==> src/rtl/alu_pkg.sv <==
// Shared encodings for the ID-side ALU operation issue stage.
//   - ALUControl codes understood by the execute-stage ALU
//   - RV32I major opcodes that the decoder distinguishes
//   - SrcA select codes for the EX operand-A mux
//   - funct7 values that separate the base and alternate ALU operations
package alu_pkg;

  localparam logic [3:0] ALU_ADD     = 4'b0000;
  localparam logic [3:0] ALU_SUB     = 4'b0001;
  localparam logic [3:0] ALU_AND     = 4'b0010;
  localparam logic [3:0] ALU_OR      = 4'b0011;
  localparam logic [3:0] ALU_XOR     = 4'b0100;
  localparam logic [3:0] ALU_SLL     = 4'b0101;
  localparam logic [3:0] ALU_SRL     = 4'b0110;
  localparam logic [3:0] ALU_SRA     = 4'b0111;
  localparam logic [3:0] ALU_SLTU    = 4'b1000;
  localparam logic [3:0] ALU_SLT     = 4'b1001;
  localparam logic [3:0] ALU_ILLEGAL = 4'b1111;

  localparam logic [6:0] OP_R      = 7'b0110011;
  localparam logic [6:0] OP_IMM    = 7'b0010011;
  localparam logic [6:0] OP_LOAD   = 7'b0000011;
  localparam logic [6:0] OP_STORE  = 7'b0100011;
  localparam logic [6:0] OP_BRANCH = 7'b1100011;
  localparam logic [6:0] OP_LUI    = 7'b0110111;
  localparam logic [6:0] OP_AUIPC  = 7'b0010111;
  localparam logic [6:0] OP_JAL    = 7'b1101111;
  localparam logic [6:0] OP_JALR   = 7'b1100111;

  localparam logic [1:0] SRCA_RD1  = 2'b00;
  localparam logic [1:0] SRCA_PC   = 2'b01;
  localparam logic [1:0] SRCA_ZERO = 2'b10;

  localparam logic [6:0] F7_BASE = 7'b0000000;
  localparam logic [6:0] F7_ALT  = 7'b0100000;

  // Immediate shifts carry the shift amount in imm[4:0]; the upper
  // immediate bits hold funct7 and must not reach the ALU.
  function automatic logic is_imm_shift(input logic [6:0] opcode,
                                        input logic [2:0] funct3);
    return (opcode == OP_IMM) && (funct3 == 3'b001 || funct3 == 3'b101);
  endfunction

endpackage

==> src/rtl/alu_op_decoder.sv <==
// Purely combinational RV32I decode into ALU operation controls.
// Ports:
//   opcode_i / funct3_i / funct7_i : instruction fields from ID
//   alu_ctrl_o    : 4-bit ALUControl (ALU_ILLEGAL for bad encodings)
//   src_a_o       : operand-A select (RD1 / PC / zero)
//   src_b_o       : operand-B select (0 RD2, 1 ImmExt)
//   shamt_mask_o  : EX must mask SrcB to [4:0]
//   illegal_o     : unsupported R/I/branch encoding
module alu_op_decoder
  import alu_pkg::*;
(
  input  logic [6:0] opcode_i,
  input  logic [2:0] funct3_i,
  input  logic [6:0] funct7_i,
  output logic [3:0] alu_ctrl_o,
  output logic [1:0] src_a_o,
  output logic       src_b_o,
  output logic       shamt_mask_o,
  output logic       illegal_o
);

  logic       is_shift;
  logic [3:0] base_op;   // funct3 map shared by R-type and I-ALU
  logic [3:0] op;
  logic       bad;

  always_comb begin
    is_shift = (funct3_i == 3'b001) || (funct3_i == 3'b101);
    case (funct3_i)
      3'b000:  base_op = ALU_ADD;
      3'b001:  base_op = ALU_SLL;
      3'b010:  base_op = ALU_SLT;
      3'b011:  base_op = ALU_SLTU;
      3'b100:  base_op = ALU_XOR;
      3'b101:  base_op = ALU_SRL;
      3'b110:  base_op = ALU_OR;
      default: base_op = ALU_AND;
    endcase
  end

  // NOTE: every output gets a default before the case so that no path
  // leaves a variable unassigned; a missing default infers a latch.
  always_comb begin
    op           = ALU_ADD;
    bad          = 1'b0;
    src_a_o      = SRCA_RD1;
    src_b_o      = 1'b0;
    shamt_mask_o = 1'b0;
    case (opcode_i)
      OP_R: begin
        shamt_mask_o = is_shift;
        if (funct7_i == F7_BASE)                         op  = base_op;
        else if (funct7_i == F7_ALT && funct3_i == 3'b000) op = ALU_SUB;
        else if (funct7_i == F7_ALT && funct3_i == 3'b101) op = ALU_SRA;
        else                                             bad = 1'b1;
      end
      OP_IMM: begin
        src_b_o      = 1'b1;
        shamt_mask_o = is_shift;
        if (funct3_i == 3'b001) begin
          if (funct7_i == F7_BASE) op = ALU_SLL;
          else                     bad = 1'b1;
        end else if (funct3_i == 3'b101) begin
          if (funct7_i == F7_BASE)     op  = ALU_SRL;
          else if (funct7_i == F7_ALT) op  = ALU_SRA;
          else                         bad = 1'b1;
        end else begin
          op = base_op;   // funct7 bits are immediate bits here
        end
      end
      OP_LOAD, OP_STORE, OP_JALR: src_b_o = 1'b1;
      OP_BRANCH: begin
        case (funct3_i[2:1])
          2'b00:   op  = ALU_SUB;   // BEQ/BNE use the Zero flag
          2'b10:   op  = ALU_SLT;
          2'b11:   op  = ALU_SLTU;
          default: bad = 1'b1;
        endcase
      end
      OP_LUI: begin
        src_a_o = SRCA_ZERO;
        src_b_o = 1'b1;
      end
      OP_AUIPC, OP_JAL: begin
        src_a_o = SRCA_PC;
        src_b_o = 1'b1;
      end
      default: src_a_o = SRCA_ZERO;   // FENCE/SYSTEM/unknown: harmless 0 + RD2
    endcase
    alu_ctrl_o = bad ? ALU_ILLEGAL : op;
    illegal_o  = bad;
  end

endmodule

==> src/rtl/alu_op_issue_stage.sv <==
// ID/EX pipeline register for the ALU operation interface.
// Decodes InstrD, then registers the ALU controls together with
// RD1/RD2/ImmExt/PC. Priority per edge: reset > FlushE > StallE > load;
// ValidD=0 loads a bubble.
// Ports:
//   clk, reset        : rising-edge clock, synchronous active-high reset
//   InstrD, ValidD    : instruction in ID and its valid flag
//   RD1D, RD2D        : register file read data
//   ImmExtD, PCD      : extended immediate and PC of InstrD
//   StallE, FlushE    : hold / bubble the ID/EX register
//   ALUControlE, ALUSrcAE, ALUSrcBE, ShamtMaskE : registered ALU controls
//   RD1E, RD2E, ImmExtE, PCE                     : registered operands
//   ValidE, IllegalE                             : slot status
module alu_op_issue_stage
  import alu_pkg::*;
#(
  parameter int         XLEN      = 32,
  parameter logic [3:0] BUBBLE_OP = 4'b0000
) (
  input  logic            clk,
  input  logic            reset,
  input  logic [31:0]     InstrD,
  input  logic            ValidD,
  input  logic [XLEN-1:0] RD1D,
  input  logic [XLEN-1:0] RD2D,
  input  logic [XLEN-1:0] ImmExtD,
  input  logic [XLEN-1:0] PCD,
  input  logic            StallE,
  input  logic            FlushE,
  output logic [3:0]      ALUControlE,
  output logic [1:0]      ALUSrcAE,
  output logic            ALUSrcBE,
  output logic            ShamtMaskE,
  output logic [XLEN-1:0] RD1E,
  output logic [XLEN-1:0] RD2E,
  output logic [XLEN-1:0] ImmExtE,
  output logic [XLEN-1:0] PCE,
  output logic            ValidE,
  output logic            IllegalE
);

  typedef struct packed {
    logic [3:0]      alu_ctrl;
    logic [1:0]      src_a;
    logic            src_b;
    logic            shamt_mask;
    logic            valid;
    logic            illegal;
    logic [XLEN-1:0] rd1;
    logic [XLEN-1:0] rd2;
    logic [XLEN-1:0] imm;
    logic [XLEN-1:0] pc;
  } idex_t;

  idex_t e_q, e_d, bubble, load;

  logic [3:0] dec_ctrl;
  logic [1:0] dec_src_a;
  logic       dec_src_b, dec_shamt, dec_illegal;

  // Register specifiers are consumed by the hazard unit, not here.
  logic unused_instr_bits;
  assign unused_instr_bits = ^{InstrD[24:15], InstrD[11:7]};

  alu_op_decoder u_decoder (
    .opcode_i     (InstrD[6:0]),
    .funct3_i     (InstrD[14:12]),
    .funct7_i     (InstrD[31:25]),
    .alu_ctrl_o   (dec_ctrl),
    .src_a_o      (dec_src_a),
    .src_b_o      (dec_src_b),
    .shamt_mask_o (dec_shamt),
    .illegal_o    (dec_illegal)
  );

  always_comb begin
    bubble          = '0;
    bubble.alu_ctrl = BUBBLE_OP;

    load            = '0;
    load.alu_ctrl   = dec_ctrl;
    load.src_a      = dec_src_a;
    load.src_b      = dec_src_b;
    load.shamt_mask = dec_shamt;
    load.valid      = 1'b1;
    load.illegal    = dec_illegal;
    load.rd1        = RD1D;
    load.rd2        = RD2D;
    load.imm        = ImmExtD;
    load.pc         = PCD;
    if (is_imm_shift(InstrD[6:0], InstrD[14:12])) load.imm[XLEN-1:5] = '0;

    e_d = e_q;
    if (FlushE)       e_d = bubble;   // flush beats stall
    else if (!StallE) e_d = ValidD ? load : bubble;
  end

  // NOTE: state registers use non-blocking assignments so every flop
  // samples the pre-edge values, independent of statement order.
  // The operand registers are reset too, so a bubble never exposes
  // stale data on RD1E/RD2E/ImmExtE/PCE.
  always_ff @(posedge clk) begin
    if (reset) e_q <= bubble;
    else       e_q <= e_d;
  end

  assign ALUControlE = e_q.alu_ctrl;
  assign ALUSrcAE    = e_q.src_a;
  assign ALUSrcBE    = e_q.src_b;
  assign ShamtMaskE  = e_q.shamt_mask;
  assign ValidE      = e_q.valid;
  assign IllegalE    = e_q.illegal;
  assign RD1E        = e_q.rd1;
  assign RD2E        = e_q.rd2;
  assign ImmExtE     = e_q.imm;
  assign PCE         = e_q.pc;

endmodule

==> config.mk <==
export PLATFORM = sky130hd
export DESIGN_NAME = alu_op_issue_stage
export DESIGN_NICKNAME = d
export VERILOG_FILES = /design/src/rtl/alu_pkg.sv /design/src/rtl/alu_op_decoder.sv /design/src/rtl/alu_op_issue_stage.sv
export SDC_FILE = /design/constraint.sdc
export NUM_CORES = 1
export LEC_CHECK = 0
export CORE_MARGIN = 2
export CORE_UTILIZATION = 37
export CTS_CLUSTER_SIZE = 28
export DETAILED_ROUTE_END_ITERATION = 10
export PLACE_DENSITY = 0.81
export SYNTH_ARGS = -nofsm -noshare
export SYNTH_HDL_FRONTEND = slang
export SYNTH_SLANG_ARGS = --single-unit
==> constraint.sdc <==
create_clock -name clk -period 1.8 [get_ports clk]
set_clock_uncertainty 0.2 [all_clocks]
set_input_delay 0.18 -clock clk [delete_from_list [all_inputs] [get_ports clk]]
set_output_delay 0.18 -clock clk [all_outputs]
set_load 0.02 [all_outputs]
==> reports/results.tsv <==
stage	metric	value	unit
synth	Synth Cell Area	4880	sq um
routing	drt wl/cell	16.9	um
synth	share of the synthesized area in the top cell type	56.7	%
worst_setup_path	Critical R2R Launch	ALUControlE[3]$_SDFFE_PP0N_	
timing	final setup fails	0	
global_route	total gr overflow	0	
worst_setup_path	WP data arrival	1.38	ns
power	maximum vdd drop	0.618	mV
die	die width	119	um
routing	Routed Antenna Nets	0	
clock_network	clk slew on worst S/H paths	0.05	ns
clock_network	hold_buf cts	0	
die	I/O pins	303	
cells_and_area	Final Non-Filler Cells	988	
synth	Synth Area per Inst	9.52	sq um
clock_network	CTS Root Buffer Type	clkbuf_16	
timing	Period minus WS final	1.76	ns
routing	Initial DRT Pass Iterations	4	
place	Placement Cell Area	8060	sq um
routing	Via Count	5072	
timing	RSZ-0062 raised after global routing	no	
timing	Hold Slack	0.0956	ns
worst_setup_path	Setup Crit Path Kind	reg2out	
cells_and_area	P&R area growth vs syn	80.0	%
die	Vert. Die Dim	119	um
cells_and_area	final instance area	8780	sq um
synth	top cells by area, synth	dfxtp_1, a22oi_1, nor2_1, clkbuf_1, buf_2	
worst_setup_path	Crit path max-delay family	buffers and inverters	
timing	Max-Slew Margin vs Limit	65.2	%
place	Worst Setup Slack post-DPL	-0.260	ns
place	HPWL Detailed	12.3	mm
routing	First DRT Iteration DRCs	368	
synth	Synth area leader	dfxtp_1	
timing	fmax	0.567	GHz
clock_network	total setup buffers inserted after CTS	0	
worst_setup_path	startpoint types	flop	
timing	TNS Setup	0	ns
routing	WL final	16.7	mm
cells_and_area	commonest non-fill, non-tap cell in the layout	clkdlybuf4s50_1	
run	max_cap viols	0	
clock_network	Clock Sinks	138	
timing	Final Max Slew Viols	0	
global_route	antenna violations before repair	0	
die	core area	12700	sq um
synth	cell count after synthesis	512	
synth	synth unique cells	41	
synth	Synth Flop Type	dfxtp_1	
synth	sequential fraction of the synthesis area	56.7	%
global_route	total global-route track usage	23.1	%
place	I/O Buffers	287	
worst_setup_path	crit path cell chain	clkdlybuf4s50_1	
die	FP Rows	41	
clock_network	CTS H-tree lvls	4	
cells_and_area	ant diodes	0	
clock_network	TritonCTS clock tree	done	
synth	register bit total from synthesis	138	
cells_and_area	share of cells above drive strength 1	8.70	%
timing	final hold vios	0	
worst_setup_path	critical path capture point type	output pin	
global_route	vias in the first global route	5091	
synth	Post-synth ARST share	0	%
power	total power	7.82	mW
cells_and_area	post-layout util	69.0	%
clock_network	later-pin clock latency in the skew report	0.41	ns
worst_setup_path	Max stage delay on crit path	0.62	ns
timing	crit share post-route	98.0	%
run_status	outcome	finished, final reports clean	
routing	vias per inst	5.13	
power	Cell Pwr Density	891	nW/um^2
synth	Syn Nets	677	
place	dpl cells	956	
global_route	global-route wire length before repair	25.9	mm
worst_setup_path	Bufs and invs on worst path	1	
worst_hold_path	HP Start	StallE	
worst_setup_path	WP data required	1.42	ns
power	leakage	3.79	nW
worst_setup_path	Max Fanout on Critical Path	2	
cells_and_area	Nets	968	
cells_and_area	commonest cells after routing, fill and taps aside	clkdlybuf4s50_1, dfxtp_1, nor2_1	
die	Die ar.	14100	sq um
clock_network	CTS Buf Count	17	
timing	slew at the pin closest to its max-slew limit	0.522	ns
synth	Synth warnings	0	
global_route	largest net degree at the start of global routing	54	
timing	post-route setup slack	0.0363	ns
synth	Post-synth EDFFs	0	
worst_setup_path	Critical-path top delay cell	clkdlybuf4s50_1	
die	Starting Density	38.3	%
clock_network	maximum buffer depth of the clock tree	2	
worst_setup_path	Critical Path Source	ALUControlE[2]$_SDFFE_PP0N_	
worst_hold_path	Worst Hold Class	in2reg	
routing	Remaining DRCs	0	
place	GP Congestion	0.922	
-- where the power goes --
group | internal, mW | switching [mW] | total (mW) | leakage (nW)
clock network | 2.47 | 1.29 | 3.76 | 0.313
registers | 3.11 | 0.0321 | 3.15 | 1.12
logic | 0.518 | 0.401 | 0.919 | 2.36
total | 6.10 | 1.72 | 7.82 | 3.79
-- what timing repair did --
action / in CTS / in global routing
setup endpoints to repair: 6 / 32
endpoints found under the hold margin: 0 / 0
pin swaps: 0 / 0
gates resized for setup: 6 / 32
-- path summary, 6_finish.rpt --
kind                                               endpoint  slack (ns)  cells after the start
worst max register to register  ALUControlE[3]$_SDFFE_PP0N_        0.74                      3
worst min register to register      ShamtMaskE$_SDFFE_PP0N_        0.27                      2
worst min-delay path            ALUControlE[1]$_SDFFE_PP0N_         0.1                      5
worst max-delay path                         ALUControlE[2]        0.04                      1
-- kinds of logic (layout without fill, tap and decap cells) --
logic type / count (synthesis) / in the layout / share of synthesized area, %
buf+inv: 48 / 352 / 3.90
xor+xnor: 1 / 1 / 0.180
flops: 138 / 138 / 56.7
compound gates: 153 / 153 / 23.6
simple gates: 172 / 172 / 15.6
-- state kept, by name, summed over array words and instances, names as in the netlist --
| signal | cells |
|---|---|
| ImmExtE | 32 |
| ValidE | 1 |
| ALUSrcAE | 2 |
| ShamtMaskE | 1 |
| ALUSrcBE | 1 |
| ALUControlE | 4 |
| RD1E | 32 |
| IllegalE | 1 |
| PCE | 32 |
| RD2E | 32 |
-- cell usage after synthesis (2+ instances only) --
cell type,number
dfxtp_1,138
nor2_1,136
a22oi_1,130
clkbuf_1,31
buf_2,8
nand2_1,8
a21oi_1,7
buf_1,7
nand3_1,6
nor3_1,3
o21ai_0,3
a32oi_1,2
and3b_1,2
inv_1,2
nand2b_1,2
nor2b_1,2
-- layer usage --
| metal | wire, um | global-route usage [%] | up-vias |
|---|---|---|---|
| li1 | - | - | 2421 |
| met1 | 6150 | 23.7 | 2355 |
| met2 | 8300 | 39.8 | 244 |
| met3 | 1520 | 8.88 | 52 |
| met4 | 684 | 13.4 | 0 |
| met5 | 0 | 0 | - |
-- final cells by class --
type	count	area, sq um
Timing Repair Buffer	318	3210
Inverter	2	7.51
Sequential cell	138	2760
Tap cell	172	215
Multi-Input combinational cell	326	1930
Fill cell	975	3940
Clock inverter	10	163
Clock buffer	22	484
(Power assumes the default switching activity.)
